--- src/rtl/float13_pkg.sv ---
// Shared definitions for the 13-bit float multiplier: field widths, bias and
// the packed {sign, exp, frac} view of an operand.
package float13_pkg;

  localparam int EXP_W   = 4;
  localparam int MAN_W   = 8;
  localparam int BIAS    = 7;
  localparam int EXP_MAX = 15;
  localparam int FLT_W   = 1 + EXP_W + MAN_W;

  typedef struct packed {
    logic             sign;
    logic [EXP_W-1:0] exp;
    logic [MAN_W-1:0] frac;
  } flt13_t;

  // Magnitudes (exp+frac) for flushed and saturated results.
  localparam logic [FLT_W-2:0] ZERO    = '0;
  localparam logic [FLT_W-2:0] SAT_MAG = '1;

endpackage

--- src/rtl/top_ej1_fmul_if.sv ---
// Operand/result bundle of the float multiplier. Handshake: a pair is taken on
// every rising edge with i_valid=1 (no ready); o_valid marks o_mutiplicado.
interface fmul_if;
  import float13_pkg::*;

  logic             i_valid;
  logic [FLT_W-1:0] i_flotante_1;
  logic [FLT_W-1:0] i_flotante_2;
  logic [FLT_W-1:0] o_mutiplicado;
  logic             o_valid;

  modport master (output i_valid, i_flotante_1, i_flotante_2,
                  input  o_mutiplicado, o_valid);
  modport slave  (input  i_valid, i_flotante_1, i_flotante_2,
                  output o_mutiplicado, o_valid);
endinterface

--- src/rtl/top_ej1_fmul_mantissa.sv ---
// Combinational 9x9 mantissa multiplier and normaliser.
// FMUL_ROUND_NEAREST_EN selects round-to-nearest-even instead of truncation.
module fmul_mantissa
  import float13_pkg::*;
(
  input  logic [MAN_W-1:0] frac_a,
  input  logic [MAN_W-1:0] frac_b,
  output logic [MAN_W-1:0] frac,
  output logic             norm,
  output logic             carry
);

  logic [2*MAN_W+1:0] prod;
  logic [MAN_W-1:0]   trunc;

  assign prod  = {1'b1, frac_a} * {1'b1, frac_b};
  assign norm  = prod[2*MAN_W+1];
  assign trunc = norm ? prod[2*MAN_W:MAN_W+1] : prod[2*MAN_W-1:MAN_W];

`ifdef FMUL_ROUND_NEAREST_EN
  logic guard;
  logic sticky;
  logic round_up;

  assign guard    = norm ? prod[MAN_W]     : prod[MAN_W-1];
  assign sticky   = norm ? |prod[MAN_W-1:0] : |prod[MAN_W-2:0];
  assign round_up = guard & (sticky | trunc[0]);
  // A carry out of the fraction means the rounded mantissa is exactly 2.0.
  assign {carry, frac} = {1'b0, trunc} + {{MAN_W{1'b0}}, round_up};
`else
  logic unused_low;

  assign unused_low = ^prod[MAN_W-1:0];
  assign frac       = trunc;
  assign carry      = 1'b0;
`endif

endmodule

--- src/rtl/top_ej1_fmul.sv ---
// Registered 13-bit float multiplier (1-cycle latency): sign, exponent,
// zero/underflow/saturation handling. Optional macro: FMUL_ROUND_NEAREST_EN.
module top_ej1_fmul
  import float13_pkg::*;
(
  input  logic   clock,
  input  logic   i_rst_n,
  fmul_if.slave  bus
);

  flt13_t            op_a;
  flt13_t            op_b;
  flt13_t            res_d;
  flt13_t            res_q;
  logic              valid_q;
  logic [MAN_W-1:0]  frac;
  logic              norm;
  logic              carry;
  logic              sign;
  logic [6:0]        exp_raw;
  logic signed [6:0] exp_e;

  assign op_a = bus.i_flotante_1;
  assign op_b = bus.i_flotante_2;

  fmul_mantissa u_mantissa (
    .frac_a (op_a.frac),
    .frac_b (op_b.frac),
    .frac   (frac),
    .norm   (norm),
    .carry  (carry)
  );

  assign sign    = op_a.sign ^ op_b.sign;
  assign exp_raw = {3'b000, op_a.exp} + {3'b000, op_b.exp}
                 + {6'b000000, norm} + {6'b000000, carry};
  assign exp_e   = $signed(exp_raw) - $signed(7'(BIAS));

  always_comb begin
    res_d = {sign, exp_e[EXP_W-1:0], frac};
    if (op_a.exp == '0 || op_b.exp == '0 || exp_e <= 7'sd0)
      res_d = {sign, ZERO};
    else if (exp_e > $signed(7'(EXP_MAX)))
      res_d = {sign, SAT_MAG};
  end

  always_ff @(posedge clock or negedge i_rst_n) begin
    if (!i_rst_n) begin
      res_q   <= '0;
      valid_q <= 1'b0;
    end else begin
      valid_q <= bus.i_valid;
      if (bus.i_valid)
        res_q <= res_d;
    end
  end

  assign bus.o_mutiplicado = res_q;
  assign bus.o_valid       = valid_q;

endmodule

--- src/flat_wrapper.sv ---
// flat-port wrapper written by rule: the top's interface ports become plain ports
module top_ej1_fmul_flat import float13_pkg::*;
  (clock, i_rst_n, bus_i_valid, bus_i_flotante_1, bus_i_flotante_2, bus_o_mutiplicado, bus_o_valid);
  fmul_if bus_i ();
  input  logic clock;
  input  logic i_rst_n;
  input wire logic [$bits(bus_i.i_valid)-1:0] bus_i_valid;
  input wire logic [$bits(bus_i.i_flotante_1)-1:0] bus_i_flotante_1;
  input wire logic [$bits(bus_i.i_flotante_2)-1:0] bus_i_flotante_2;
  output wire logic [$bits(bus_i.o_mutiplicado)-1:0] bus_o_mutiplicado;
  output wire logic [$bits(bus_i.o_valid)-1:0] bus_o_valid;
  assign bus_i.i_valid = bus_i_valid;
  assign bus_i.i_flotante_1 = bus_i_flotante_1;
  assign bus_i.i_flotante_2 = bus_i_flotante_2;
  assign bus_o_mutiplicado = bus_i.o_mutiplicado;
  assign bus_o_valid = bus_i.o_valid;
  top_ej1_fmul u_core (.clock(clock), .i_rst_n(i_rst_n), .bus(bus_i));
endmodule
--- config.mk ---
export PLATFORM = sky130hd
export DESIGN_NAME = top_ej1_fmul_flat
export DESIGN_NICKNAME = d
export VERILOG_FILES = /design/src/rtl/float13_pkg.sv /design/src/rtl/top_ej1_fmul_if.sv /design/src/rtl/top_ej1_fmul_mantissa.sv /design/src/rtl/top_ej1_fmul.sv /design/src/flat_wrapper.sv
export SDC_FILE = /design/constraint.sdc
export NUM_CORES = 1
export LEC_CHECK = 0
export BUFFER_PORTS_ARGS = -buffer_cell sky130_fd_sc_hd__buf_2
export CORE_MARGIN = 4
export CORE_UTILIZATION = 30
export CTS_CLUSTER_SIZE = 24
export DETAILED_ROUTE_END_ITERATION = 12
export PLACE_DENSITY = 0.55
export SYNTH_ARGS = -nofsm -noshare
export SYNTH_HDL_FRONTEND = slang
export SYNTH_SLANG_ARGS = --single-unit
--- constraint.sdc ---
create_clock -name clock -period 1.6 [get_ports clock]
set_input_delay 0.32 -clock clock [delete_from_list [all_inputs] [get_ports clock]]
set_output_delay 0.32 -clock clock [all_outputs]
set_load 0.05 [all_outputs]
==> impl_metrics.ini, run 1 <==
[global_route]
grt_max_degree = 15
grt_pass1_vias = 3325
overflow = 0
antenna_found_initial = 0
grt_pass1_wl_mm = 15.4
track_usage_pct = 13.9

[detailed_routing]
post-route-drc-count = 0
firstDrtPassIters = 4
wl_per_cell_um = 13.3
first_iter_violations = 122
wl_mm = 8.84
drtAntennaViolNets = 0
vias = 3133
viasPerCell = 4.73

[synthesis]
yosys.area.top_type = fa_1
synth_edf_count = 0
avgSynthCellArea_sq_um = 8.73
ys_warn_count = 0
synth_fa_ha_area_share_pct = 43.6
synth_seq_cells = 14
synthDistinctLibCells = 57
syn_nets = 509
synth_top_area_share_pct = 29.3
synth_top_family_by_area = adder cells
synth_flop_cell = dfrtp_1
synth_compound_area_share_pct = 15.4
synth-xor-area-share_pct = 2.57
synth_area_leaders = fa_1 (29%), ha_1 (14%), dfrtp_1 (10%)
syn_inst = 391
synthesis.area_sq_um = 3410
muxShareOfSynthArea_pct = 0.586
synth-simple-area-share_pct = 16.7
seq_area_frac_synth_pct = 10.3
synth-async-reset-ratio_pct = 100

[timing]
totalNegativeSetupSlack_ns = -45.56
setup_slack_ns = -3.93
min_period_ns = 5.53
worstMarginPinSlew_ns = 0.412
hold_violations = 0
period_share_pct = 346
slew_viol_final = 0
setup_viol = 12
max_freq_mhz = 181
grt_setup_unrepaired = true
fin_worst_skew_ns = 0
slew-limit-headroom_pct = 72.3

[power_and_ir_drop]
internal_power_w = 0.00380
power_switching_share_pct = 48.9
peakVddDrop_uv = 983
power_leakage_nw = 2.55
comb_power_share_pct = 85.0
power_density_nw_per_um2 = 1520
p_clk_share_pct = 7.1
pwr-share-seq_pct = 7.9
switchingPower_w = 0.00363

[place]
pre_cts_ws_ns = -4.36
post-place-cells = 651
gp_congestion = 0.875
place_hpwl_mm = 7.61
numPortBuffers = 42

[floorplan]
start_util_pct = 31.1
core_sq_um = 11000
num_rows = 38
die_area_sq_um = 13200
die_y_um = 115
die_width_um = 115
io_pins = 43

[clock_tree]
cts_buffers = 3
clkSlewWorstSetupHoldPaths_ns = 0.05
cts_tree = done
cts_root_buffer = clkbuf_16
clk_latency_ns = 0.24
htreeDepth = 1
cts_buffer_depth = 2
numClockSinks = 14

[final_layout]
final_nets = 642
fillerInstances = 1069
fin_cells = 663
diodes = 0
area_delta_synth_final_pct = 43.3
drive_above_1_share_pct = 36.9

[run_status]
outcome = finished with violations
violations = negative setup slack

[min_path]
min_path_type = input port to flop

[flow_run]
maxCapViolCount = 0

[worst_setup_path]
cp_max_fo = 8
required_ns = 1.73
critPathArrivalTime_ns = 5.66
cp-start-kind = input port
crit_top_cell = fa_1
max_stage_delay_ns = 0.52
cp_slowest_cell = fa_1
worstSetupPathType = input port to flop
endpoint_kind = flop
-- routing by layer --
metal | global-route usage, % | part of all wire [%]
met1 | 19.8 | 46
met2 | 23.7 | 50
met3 | 1.22 | 2.5
met4 | 1.50 | 0.84
met5 | 0 | 0
-- worst paths after layout --
| path | from | to | slack (ns) | depth (start not counted) |
|---|---|---|---|---|
| setup reg to reg | u_core.bus.o_mutiplicado[5] | u_core.bus.o_mutiplicado[5] | 0.64 | 2 |
| hold reg to reg | u_core.bus.o_mutiplicado[11] | u_core.bus.o_mutiplicado[11] | 0.47 | 1 |
| min in group asynchronous | i_rst_n | u_core.bus.o_mutiplicado[3] | 0.51 | 2 |
| hold / removal | bus_i_valid | u_core.bus.o_valid | 0.33 | 2 |
| max in group asynchronous | i_rst_n | u_core.bus.o_mutiplicado[7] | 0.84 | 2 |
| setup / recovery | bus_i_flotante_2[6] | u_core.bus.o_mutiplicado[5] | -3.93 | 26 |
-- sequential cells by signal, summed over array words and instances (netlist names) --
register and count:
u_core.bus.o_mutiplicado 13, u_core.bus.o_valid 1
-- Yosys cell counts, types with 2 or more instances --
master,count
a21o_1,6
a21oi_1,19
o221ai_1,2
ha_1,39
nor2b_1,4
nor3b_1,2
clkbuf_1,6
a211o_1,2
nor3_1,6
fa_1,50
a211oi_1,2
mux2i_1,2
nand2_1,41
and3_2,2
o211ai_1,3
nor4_1,2
and2_1,24
nor2_1,10
a22o_1,4
o21bai_1,2
a31o_2,3
inv_1,87
or4_1,2
o2bb2ai_1,3
dfrtp_1,14
o21a_1,2
xnor2_1,9
o21ai_0,11
nand2b_1,3
and4_1,2
-- timing repair --
item	in CTS	in global routing
pin swaps	20	12
cloned	0	0
hold buffers	1	0
setup buffers	4	4
resized for setup	41	32
endpoints found under the hold margin	14	0
endpoints found under the setup margin	12	12
-- metrics by stage --
step	util (%)	hold slack [ns]	total power, W	cell area [sq um]
3_3_place_gp	40.9	0.234	0.00644	4490
5_1_grt	44.6	0.342	0.00818	4890
6_report	44.6	0.330	0.00743	4890
4_1_cts	43.1	0.335	0.00715	4740
2_1_floorplan	-	0.0244	0.00454	3580
3_5_place_dp	40.9	0.242	0.00649	4490
-- critical path: cells and delay by family --
family	cells	cell delay (ns)
adders and majority gates	7	2.40
AOI/OAI and AO/OA	8	1.68
and+or+nand+nor	3	0.69
buffers and inverters	8	0.55
-- placed cells by master, fill, tap and decap left out, types with 3 or more instances in the layout --
cell type and instances:
buf_4 87, a21o_1 6, fa_1 47, nor2_1 9
nor3_1 6, o2bb2ai_2 3, nand2_2 6, o21ai_0 9
nor2b_1 4, o211ai_1 3, a21oi_2 4, clkbuf_16 3
xnor2_1 9, dfrtp_1 14, ha_1 34, ha_4 5
inv_4 3, inv_1 78, buf_2 27, inv_2 6
a22o_1 4, a21oi_1 15, nand2b_1 3, buf_6 19
fa_2 3, and2_4 3, nand2_1 33, and2_1 21
-- cell type report --
class	instances	area, sq um	share of cell area, %
well taps	140	175	3.58
flip-flops and latches	14	350	7.16
repair buffers	136	1040	21.3
multi-input cells	281	2900	59.2
clock buffers	4	88.8	1.81
inverters	88	343	7.00
-- power by group through the flow --
| stage | Clock [W] | Combinational (W) | Sequential (W) |
|---|---|---|---|
| 3_3_place_gp | 0 | 0.00585 | 0.000586 |
| 2_1_floorplan | 0 | 0.00347 | 0.00106 |
| 6_report | 0.000525 | 0.00632 | 0.000589 |
| 3_5_place_dp | 0 | 0.00590 | 0.000585 |
| 4_1_cts | 0.000535 | 0.00603 | 0.000585 |
| 5_1_grt | 0.000552 | 0.00702 | 0.000605 |
-- logic make-up after synthesis --
family | Yosys count
xor gates and xnor gates | 10
and+or+nand+nor | 107
buffers and inverters | 96
muxes | 2
adders and majority gates | 89
AOI/OAI and AO/OA | 73
DFF | 14
Power figures use the tool's default switching activity.
==> run 2, diff against run 1 <==
Settings changed: CTS_BUF_LIST from default to sky130_fd_sc_hd__clkbuf_8.
==> run 2 against run 1 <==
Net effect:
- the flow still finishes with violations (negative setup slack)
- non-clock buffer count is the same
- design area fell by 0.69%
- register-to-register slack about the same
- largest power group unchanged
- hold slack got worse by 0.0014 ns
- utilization decreased by 0.31 points
- via count is 0.32% higher
- sequential share of layout area about the same
- worst setup slack better by 0.0034 ns
- cell count is the same
- global-route usage did not move
==> impl_metrics.ini, run 2 (synthesis gave the netlist of run 1 again) <==
[run_status]
outcome = finished with violations
violations = negative setup slack

[power_and_ir_drop]
power_switching_share_pct = 49.8
power_density_nw_per_um2 = 1490
p_total_w = 0.00726
switchingPower_w = 0.00362
pwr-share-seq_pct = 8.1
power_leakage_nw = 2.53
peakVddDrop_uv = 903
p_clk_share_pct = 4.8
internal_power_w = 0.00364
comb_power_share_pct = 87.1

[worst_setup_path]
crit_start = bus_i_flotante_2[6]
worstSetupPathType = input port to flop
rr_startpoint = u_core.bus.o_mutiplicado[5]
cp_top_family = adder cells
required_ns = 1.73
critPathArrivalTime_ns = 5.66
critical_path_buf_inv_count = 8
endpoint_kind = flop
crit_cells = 26
crit_top_cell = fa_1
cp_max_fo = 8
cp-start-kind = input port
max_stage_delay_ns = 0.52
cp_slowest_cell = fa_1
ff2ff_path_depth = 2

[global_route]
track_usage_pct = 13.9
grt_max_degree = 15
grt_pass1_vias = 3325
antenna_found_initial = 0
overflow = 0
grt_pass1_wl_mm = 15.4

[timing]
min_period_ns = 5.53
worstMarginPinSlew_ns = 0.412
period_share_pct = 345
setup_viol = 12
setup_slack_ns = -3.93
slew-limit-headroom_pct = 72.3
fin_worst_skew_ns = 0
max_freq_mhz = 181
slew_viol_final = 0
grt_setup_unrepaired = true
hold_violations = 0

[place]
gp_congestion = 0.875
place_hpwl_mm = 7.61
post-place-cells = 651
numPortBuffers = 42
pre_cts_ws_ns = -4.36

[detailed_routing]
drtAntennaViolNets = 0
wl_mm = 8.86
first_iter_violations = 125
firstDrtPassIters = 4
post-route-drc-count = 0
wl_per_cell_um = 13.4
viasPerCell = 4.74
vias = 3143

[floorplan]
die_width_um = 115
core_sq_um = 11000
start_util_pct = 31.1
io_pins = 43
num_rows = 38
die_area_sq_um = 13200
die_y_um = 115

[flow_run]
maxCapViolCount = 0

[clock_tree]
cts_buffers = 3
clk_latency_ns = 0.25
cts_tree = done
cts_buffer_depth = 2
cts_root_buffer = clkbuf_8
htreeDepth = 1
clkSlewWorstSetupHoldPaths_ns = 0.06
numClockSinks = 14

[final_layout]
largest_reg_flops = 13
drive_above_1_share_pct = 36.9
fin_cells = 663
diodes = 0
multi_input_area_sq_um = 2900
final_nets = 642
fillerInstances = 1075
layout_commonest_cell = buf_4
final_cell_mix = buf_4 (87), inv_1 (78), fa_1 (47)
seq_area_sq_um = 350
area_delta_synth_final_pct = 42.4

[min_path]
min_path_type = input port to flop
hold-path-cell-count = 2
hold_start = bus_i_valid
-- run 2: cell type report --
cell class	count	area share (%)
clock buffers	4	1.13
inverters	88	7.05
multi-input cells	281	59.6
flip-flops and latches	14	7.21
well taps	140	3.60
repair buffers	136	21.4
-- run 2: final timing paths --
path                                                 to  slack (ns)
max                         u_core.bus.o_mutiplicado[5]       -3.93
min                                  u_core.bus.o_valid        0.33
max reg2reg                 u_core.bus.o_mutiplicado[5]        0.64
min reg2reg                u_core.bus.o_mutiplicado[11]        0.47
max in group asynchronous   u_core.bus.o_mutiplicado[7]        0.85
min in group asynchronous   u_core.bus.o_mutiplicado[3]        0.50
-- run 2: per-stage QoR --
stage	cell area, sq um	utilization, %	hold WS, ns	TNS, ns
after floorplan	3580	-	0.0244	-47.93
after global placement	4490	40.9	0.234	-49.69
after detailed placement	4490	40.9	0.242	-50.40
after CTS	4700	42.8	0.328	-46.30
after global routing	4860	44.3	0.330	-47.67
final	4860	44.3	0.329	-45.55
-- run 2: repair_timing --
item,CTS,global route
setup endpoints to repair,12,12
gates cloned,0,0
pin swaps,20,12
hold buffers,1,0
buffers inserted,4,4
resized for setup,41,32
endpoints found under the hold margin,14,0
-- run 2: layer usage --
metal	vias to the layer above	routed length, um	global-route usage (%)
li1	1536	-	-
met1	1551	4120	19.8
met2	50	4450	23.7
met3	6	219	1.37
met4	0	60	1.27
met5	-	0	0
-- run 2: power by group through the flow --
| stage | clock network [W] | registers (W) | logic [W] |
|---|---|---|---|
| 2_1_floorplan | 0 | 0.00106 | 0.00347 |
| 3_3_place_gp | 0 | 0.000586 | 0.00585 |
| 3_5_place_dp | 0 | 0.000585 | 0.00590 |
| 4_1_cts | 0.000359 | 0.000584 | 0.00603 |
| 5_1_grt | 0.000377 | 0.000604 | 0.00702 |
| 6_report | 0.000347 | 0.000587 | 0.00632 |
